==> src/rtl/sram_fifo_i_pkt_reader.sv <==
// Requester-side client of the SRAM controller master read port.
// Pulls one length-prefixed packet from fifo_i, one 16-bit word at a time,
// and streams its payload out as bytes (high byte first) with valid/ready.
module sram_fifo_i_pkt_reader #(
  parameter int MAX_PKT_WORDS = 32,
  parameter int LEN_W         = 11,
  parameter int STALL_TIMEOUT = 1024
) (
  input  logic             clk,
  input  logic             rst_n,
  input  logic             start,
  input  logic             fifo_i_empty,
  output logic             master_read,
  input  logic             master_hint,
  input  logic [15:0]      master_data_from_sram,
  output logic [7:0]       byte_out,
  output logic             byte_valid,
  input  logic             byte_ready,
  output logic [LEN_W-1:0] pkt_len,
  output logic             busy,
  output logic             pkt_done,
  output logic             pkt_error
);

  localparam int WL_W = $clog2(MAX_PKT_WORDS + 1);
  localparam int BL_W = $clog2(2 * MAX_PKT_WORDS + 1);
  localparam int ST_W = $clog2(STALL_TIMEOUT + 1);

  typedef enum logic [2:0] {
    IDLE,
    REQ_HDR,
    CHK_HDR,
    REQ_DATA,
    EMIT_HI,
    EMIT_LO,
    DONE,
    ERR
  } state_t;

  state_t          state, state_nxt;
  logic [15:0]     word;
  logic [WL_W-1:0] words_left;
  logic [BL_W-1:0] bytes_left;
  logic [ST_W-1:0] stall_cnt;

  logic [LEN_W:0]  len_ext;
  logic [LEN_W:0]  len_ceil;
  logic            hdr_bad;
  logic            in_req;
  logic            rd_issue;
  logic            rd_done;
  logic            stalling;
  logic            stall_expire;
  logic            byte_take;
  logic            last_byte;

  // Handshake qualifiers and header checks, shared by FSM and datapath.
  always_comb begin
    len_ext      = {1'b0, pkt_len};
    len_ceil     = (len_ext + 1'b1) >> 1;
    hdr_bad      = (pkt_len == '0) ||
                   (len_ext > (LEN_W + 1)'(2 * MAX_PKT_WORDS));
    in_req       = (state == REQ_HDR) || (state == REQ_DATA);
    rd_issue     = in_req && !master_read && !fifo_i_empty;
    rd_done      = master_read && master_hint;
    stalling     = (state == REQ_DATA) && !master_read && fifo_i_empty;
    stall_expire = stalling && (stall_cnt == ST_W'(STALL_TIMEOUT - 1));
    byte_take    = ((state == EMIT_HI) || (state == EMIT_LO)) && byte_ready;
    last_byte    = (bytes_left == BL_W'(1));
  end

  // State register.
  always_ff @(posedge clk or negedge rst_n) begin
    if (!rst_n) state <= IDLE;
    else        state <= state_nxt;
  end

  // Next-state and Moore outputs.
  always_comb begin
    state_nxt  = state;
    byte_valid = 1'b0;
    byte_out   = '0;
    busy       = (state != IDLE);
    pkt_done   = 1'b0;
    pkt_error  = 1'b0;
    unique case (state)
      IDLE:     if (start) state_nxt = REQ_HDR;
      REQ_HDR:  if (rd_done) state_nxt = CHK_HDR;
      CHK_HDR:  state_nxt = hdr_bad ? ERR : REQ_DATA;
      REQ_DATA: begin
        if (rd_done)           state_nxt = EMIT_HI;
        else if (stall_expire) state_nxt = ERR;
      end
      EMIT_HI: begin
        byte_valid = 1'b1;
        byte_out   = word[15:8];
        if (byte_ready) state_nxt = last_byte ? DONE : EMIT_LO;
      end
      EMIT_LO: begin
        byte_valid = 1'b1;
        byte_out   = word[7:0];
        if (byte_ready) state_nxt = last_byte ? DONE : REQ_DATA;
      end
      DONE: begin
        pkt_done  = 1'b1;
        state_nxt = IDLE;
      end
      ERR: begin
        pkt_error = 1'b1;
        state_nxt = IDLE;
      end
      default:  state_nxt = IDLE;
    endcase
  end

  // Read request, word capture, length/byte/word counters and stall timer.
  always_ff @(posedge clk or negedge rst_n) begin
    if (!rst_n) begin
      master_read <= 1'b0;
      word        <= '0;
      pkt_len     <= '0;
      words_left  <= '0;
      bytes_left  <= '0;
      stall_cnt   <= '0;
    end else begin
      // master_read drops on the hint edge so the controller's post-hint
      // cycles never see a second request.
      if (rd_done)       master_read <= 1'b0;
      else if (rd_issue) master_read <= 1'b1;

      if (rd_done) begin
        if (state == REQ_HDR) begin
          pkt_len <= master_data_from_sram[LEN_W-1:0];
        end else begin
          word       <= master_data_from_sram;
          words_left <= words_left - WL_W'(1);
        end
      end

      if (state == CHK_HDR && !hdr_bad) begin
        words_left <= WL_W'(len_ceil);
        bytes_left <= BL_W'(pkt_len);
      end else if (byte_take) begin
        bytes_left <= bytes_left - BL_W'(1);
      end

      if (stalling) stall_cnt <= stall_cnt + ST_W'(1);
      else          stall_cnt <= '0;
    end
  end

endmodule
==> config.mk <==
export PLATFORM = sky130hd
export DESIGN_NAME = sram_fifo_i_pkt_reader
export DESIGN_NICKNAME = d
export VERILOG_FILES = /design/src/rtl/sram_fifo_i_pkt_reader.sv
export SDC_FILE = /design/constraint.sdc
export NUM_CORES = 1
export LEC_CHECK = 0
export ABC_CLOCK_PERIOD_IN_PS = 2100
export CELL_PAD_IN_SITES_DETAIL_PLACEMENT = 1
export CELL_PAD_IN_SITES_GLOBAL_PLACEMENT = 2
export CORE_AREA = 2 2 93 95
export DETAILED_ROUTE_END_ITERATION = 8
export DIE_AREA = 0 0 95 97
export GPL_TIMING_DRIVEN = 0
export PLACE_DENSITY = 0.82
export REMOVE_ABC_BUFFERS = 1
export SYNTH_ARGS = -nofsm -noshare
export SYNTH_HDL_FRONTEND = slang
export SYNTH_SLANG_ARGS = --single-unit
==> constraint.sdc <==
create_clock -name clk -period 2.1 [get_ports clk]
set_input_delay 0.21 -clock clk [delete_from_list [all_inputs] [get_ports clk]]
set_output_delay 0.21 -clock clk [all_outputs]
set_load 0.01 [all_outputs]
== Word-level counts from Yosys, hierarchy flattened ==
Cells that the tools add are included.
Word-level totals
  register bits after elaboration: 49
  input bits: 22
  output and inout port bits: 24
Operators by class
  add/sub/neg operators: 2
  order comparisons: 1
  equality and inequality tests: 14
  multiplexer cells: 19
  bitwise logic cells: 1
  reduce and logical (&&, ||, !) cells: 24
Operator list (number)
  2-to-1 mux 3 bit: 8
  case mux 3 bit (7 select lines): 1
  case mux 8 bit (2 select lines): 1
  2-to-1 mux 7 bit: 2
  equality test 3 bit (second input constant): 4
  adder 11 x 1 -> 11 bit (second input constant): 1
  equality test 11 x 10 -> 1 bit (second input constant): 1
  greater-than comparator 11 x 7 -> 1 bit (second input constant): 1
  logical NOT 11 bit: 1
  2-to-1 mux 11 bit: 1
  logical AND 1 bit: 8
  != test 2 bit (second input constant): 4
  equality test 7 x 1 -> 1 bit (second input constant): 1
  subtractor 7 x 1 -> 7 bit (second input constant): 1
  equality test 3 x 2 -> 1 bit (second input constant): 2
  2-to-1 mux 1 bit: 5
  AND reduction 5 bit: 1
  AND reduction 2 bit: 2
  nonzero test 2 bit: 2
  OR reduction 2 bit: 2
  equality test 3 x 1 -> 1 bit (second input constant): 1
  logical NOT 1 bit: 3
  logical NOT 3 bit: 1
  logical OR 1 bit: 3
  4 further kinds: 4

== Depth between registers and ports, before layout ==
  depth in word-level cells: 7
  gate-level depth with buffers: 6
  gate-level depth less buffers: 6

== Worst setup path before layout ==
No wires, ideal clock.
  path kind: register to register
  start: register pkt_len[0]
  end: register bytes_left[5]
  setup time: 0.126 ns
  arrival: 2.094 ns
  required time: 1.974 ns
  slack: -0.121 ns
  cell stages (with the launch flop): 6
  path buffers: 1
  period minus slack after synthesis: 2.221 ns
  cells stage by stage: dfrtp_1 > or4_4 > o31a_1 > or3_1 > buf_2 > a311o_1
On the way
  longest elaborated chain between the ends: 5
  elaborated cells on any way between the ends: 7
RTL lines
  from (decl): line 19  | output logic [LEN_W-1:0] pkt_len,
  from (signal assigned): line 133  | pkt_len <= master_data_from_sram[LEN_W-1:0];
  greater-than comparator 11 x 7 -> 1 bit or logical NOT 11 bit (tied branches): line 62, 61
  logical OR 1 bit *: line 61  | hdr_bad = (pkt_len == '0) ||
  logical NOT 1 bit *: line 140  | if (state == CHK_HDR && !hdr_bad) begin
  logical AND 1 bit *: line 140
  2-to-1 mux 7 bit or nonzero test 2 bit (tied branches)
  to (signal assigned): line 142  | bytes_left <= BL_W'(pkt_len);
  to (signal assigned): line 144  | bytes_left <= bytes_left - BL_W'(1);
  to (decl): line 43  | logic [BL_W-1:0] bytes_left;
Mark *: on every way between the ends. The rest lies on a longest branch, timed or not.
A chain may end at the register's enable or synchronous reset.

== Worst setup path in the final report ==
  start: register pkt_len[2]
  end: register bytes_left[5]
The elaborated chain is that of the path after synthesis.

==> results.toml <==
[placement]
portBuffers = 45
dp_hpwl_um = 4328
gp_congestion = 0.8283

[worst_setup_path]
worstRegToRegCells = 4
startpoint_type = "register"
crit_path_end_kind = "register"
r2r-end = "bytes_left[5]"
cp_num_buf_inv = 0
critical_path_class = "register to register"
required_ns = 2.30
slowest_delay_ns = 0.56
crit_slowest_cell = "or4_4"
r2r_slack_ns = 0.04
crit_family = "simple AND/OR/NAND/NOR gates"
path_max_fanout = 6
path_cells = "or4_4, o31a_1, or3_4, a311o_1"
crit_arrival_ns = 2.26
r2r-start = "pkt_len[2]"

[floorplanning]
core_area_sq_um = 8134
initial_core_util = 0.2984
die_h_um = 97
rows = 33
die_w_um = 95
io-pin-count = 46
die_area_sq_um = 9215

[synthesis]
synthTopCellsByCount = "dfrtp_1 (49), nor2_1 (24), mux2_2 (22), nand2_1 (15)"
synth_top_cell_area_share = 0.5052
synth.area.top_cells = "dfrtp_1 (51%), mux2_2 (10%), nor2_1 (3.7%)"
synthFlopType = "dfrtp_1"
yosysMostFrequentCell = "dfrtp_1"
syn_area_sq_um = 2427
async_flop_share = 1.000
avgSynthCellArea_sq_um = 10.65
yosysSeqAreaShare = 0.5052
synth_edf_count = 0
synth-warning-count = 0
synth_seq_cells = 49
syn_inst = 228
synth.distinct_cells = 44
synth_top_area_cell = "dfrtp_1"

[finish]
area_delta_synth_final_pct = 35.72
fillers = 884
layout-drive-gt1-share = 0.2175
finalNetCount = 309
fin_util = 0.4050
antenna_cells = 0

[sta]
rsz0062_at_grt = "yes"
clock_skew_ns = 0.01071
setup_viol_count_final = 0
drv_slew = 0
maxSlewHeadroom = 0.5170
tightest_slew_ns = 0.7246
max_freq_ghz = 0.4849
period_share = 0.9820
hold_violations = 0
finalCriticalPeriod_ns = 2.062

[global_routing]
use_met3 = 0.01869
met1_usage = 0.2025
grt_busiest_layer = "met2"
grt_pass1_vias = 1978
grt_overflow = 0
antenna_found_initial = 0
use_met2 = 0.2237
grt_pass1_wl_um = 10280
grt_max_degree = 32
track_usage = 0.1419

[drt]
drc = 0
drtAntennaViolNets = 0
routed_via_density = 4.944
wl_per_cell_um = 16.13
drtIter0Drc = 65
vias = 1928
drt-pass1-iter-count = 4
wirelength_um = 6290

[outcome]
outcome = "complete, no violations"

[cts]
clk_latency_ns = 0.31
clock_sinks = 49
clk_path_buf_depth = 2
clk_pin_slew_worst_paths_ns = 0.10
cts_buffers = 5
cts_htree_levels = 2
cts_tree = "yes"
cts_root_buf = "clkbuf_8"

[pwr]
p_per_area_nw_per_um2 = 1287
p_total_w = 0.004240
power.leakage_nw = 1.358
max-vdd-ir-drop_mv = 0.6317

[run]
drv_cap = 0

[hold_path]
hp-class = "primary input to asynchronous set/reset pin"
## registers in the layout (all words and copies together) (netlist names)
signal,flops
pkt_len,11
stall_cnt,11
state,3
word,16
master_read,1
bytes_left,7
## area by class of cell
cell class | count | area, sq um | area share
tap | 105 | 131.4 | 0.03988
sequential | 49 | 1234 | 0.3745
inverter | 10 | 37.54 | 0.01139
timing repair buffer | 60 | 579.3 | 0.1758
clock inverter | 2 | 37.54 | 0.01139
clock buffer | 6 | 82.58 | 0.02507
multi-input combinational | 158 | 1192 | 0.3619
## per-layer routing
| layer | part of all wire | vias up |
|---|---|---|
| met5 | 0 | - |
| met4 | 0.015 | 0 |
| met3 | 0.018 | 7 |
| met2 | 0.49 | 27 |
| met1 | 0.48 | 962 |
| li1 | - | 932 |
## through the flow
step | setup slack [ns] | area [sq um] | hold slack, ns | cells | TNS (ns)
6_report | 0.03786 | 3294 | 0.3831 | 390 | 0
5_1_grt | -0.01055 | 3294 | 0.4211 | 390 | -0.02613
4_1_cts | -0.1045 | 3194 | 0.3862 | 381 | -0.1947
3_5_place_dp | -0.7393 | 2997 | 0.1835 | 369 | -6.375
3_3_place_gp | -1.210 | 2965 | 0.4827 | 367 | -52.12
2_1_floorplan | -0.2447 | 2384 | -0.08559 | 217 | -1.684
## worst max-delay path by stage
stage               startpoint       endpoint  slack, ns  depth (start not counted)
finish              pkt_len[2]  bytes_left[5]       0.04                          4
global route          state[2]  bytes_left[5]      -0.01                          4
CTS                 pkt_len[2]  bytes_left[5]      -0.10                          4
detailed placement    state[0]  bytes_left[5]      -0.74                          4
global placement      state[0]     pkt_len[7]      -1.21                          3
floorplan             state[0]     pkt_len[0]      -0.24                          3
## placed cells by master, fill, tap and decap left out, types with 2 or more instances in the layout
cell             count
ha_1                 2
or3_1                3
o211a_1              2
nand4b_1             2
o31ai_1              2
o221ai_1             2
o32ai_1              2
clkbuf_8             6
xnor2_1              3
mux2_2              22
nand4_1              3
inv_1               10
and3_1               2
nor3_1               4
nor4_4               2
nor2b_1              4
mux2i_1              8
o211ai_1             3
buf_4               12
nand3_1              5
xor2_1               6
dfrtp_2              3
dfrtp_1             45
nand2b_1             2
clkdlybuf4s50_1     43
o21ai_0             10
nor2_1              24
nand2_1             15
o311ai_1             2
a21oi_1              3
o311ai_2             2
nand3b_1             2
## power breakdown
group          switching, W  total [W]  internal [W]
clock              0.000335   0.000722      0.000388
combinational      0.000758    0.00176       0.00100
sequential         0.000435    0.00176       0.00132
total               0.00153    0.00424       0.00271
## timing repair
item / 4_1_cts / 5_1_grt
resized for setup: 13 / 9
hold endpoints to repair: 18 / 0
endpoints found under the setup margin: 41 / 16
cloned: 0 / 0
pin swaps: 2 / 7
hold buffers: 1 / 0
setup buffers: 3 / 9
## logic make-up (layout without fill, tap and decap cells)
kind of cell | count (synthesis) | count (layout) | share of synthesized area
xor gates and xnor gates | 9 | 9 | 0.03248
and+or+nand+nor | 79 | 79 | 0.1680
DFF | 49 | 49 | 0.5052
adders and majority gates | 3 | 3 | 0.01547
buffers and inverters | 21 | 78 | 0.03351
muxes | 30 | 30 | 0.1351
AOI/OAI and AO/OA | 37 | 37 | 0.1103
## worst register-to-register path, cell delays in order, from the launching register on
cell	delay [ns]
dfrtp_2	0.44
or4_4	0.56
o31a_1	0.29
or3_4	0.39
a311o_1	0.28
No activity file was read; power rests on OpenSTA's default activity.
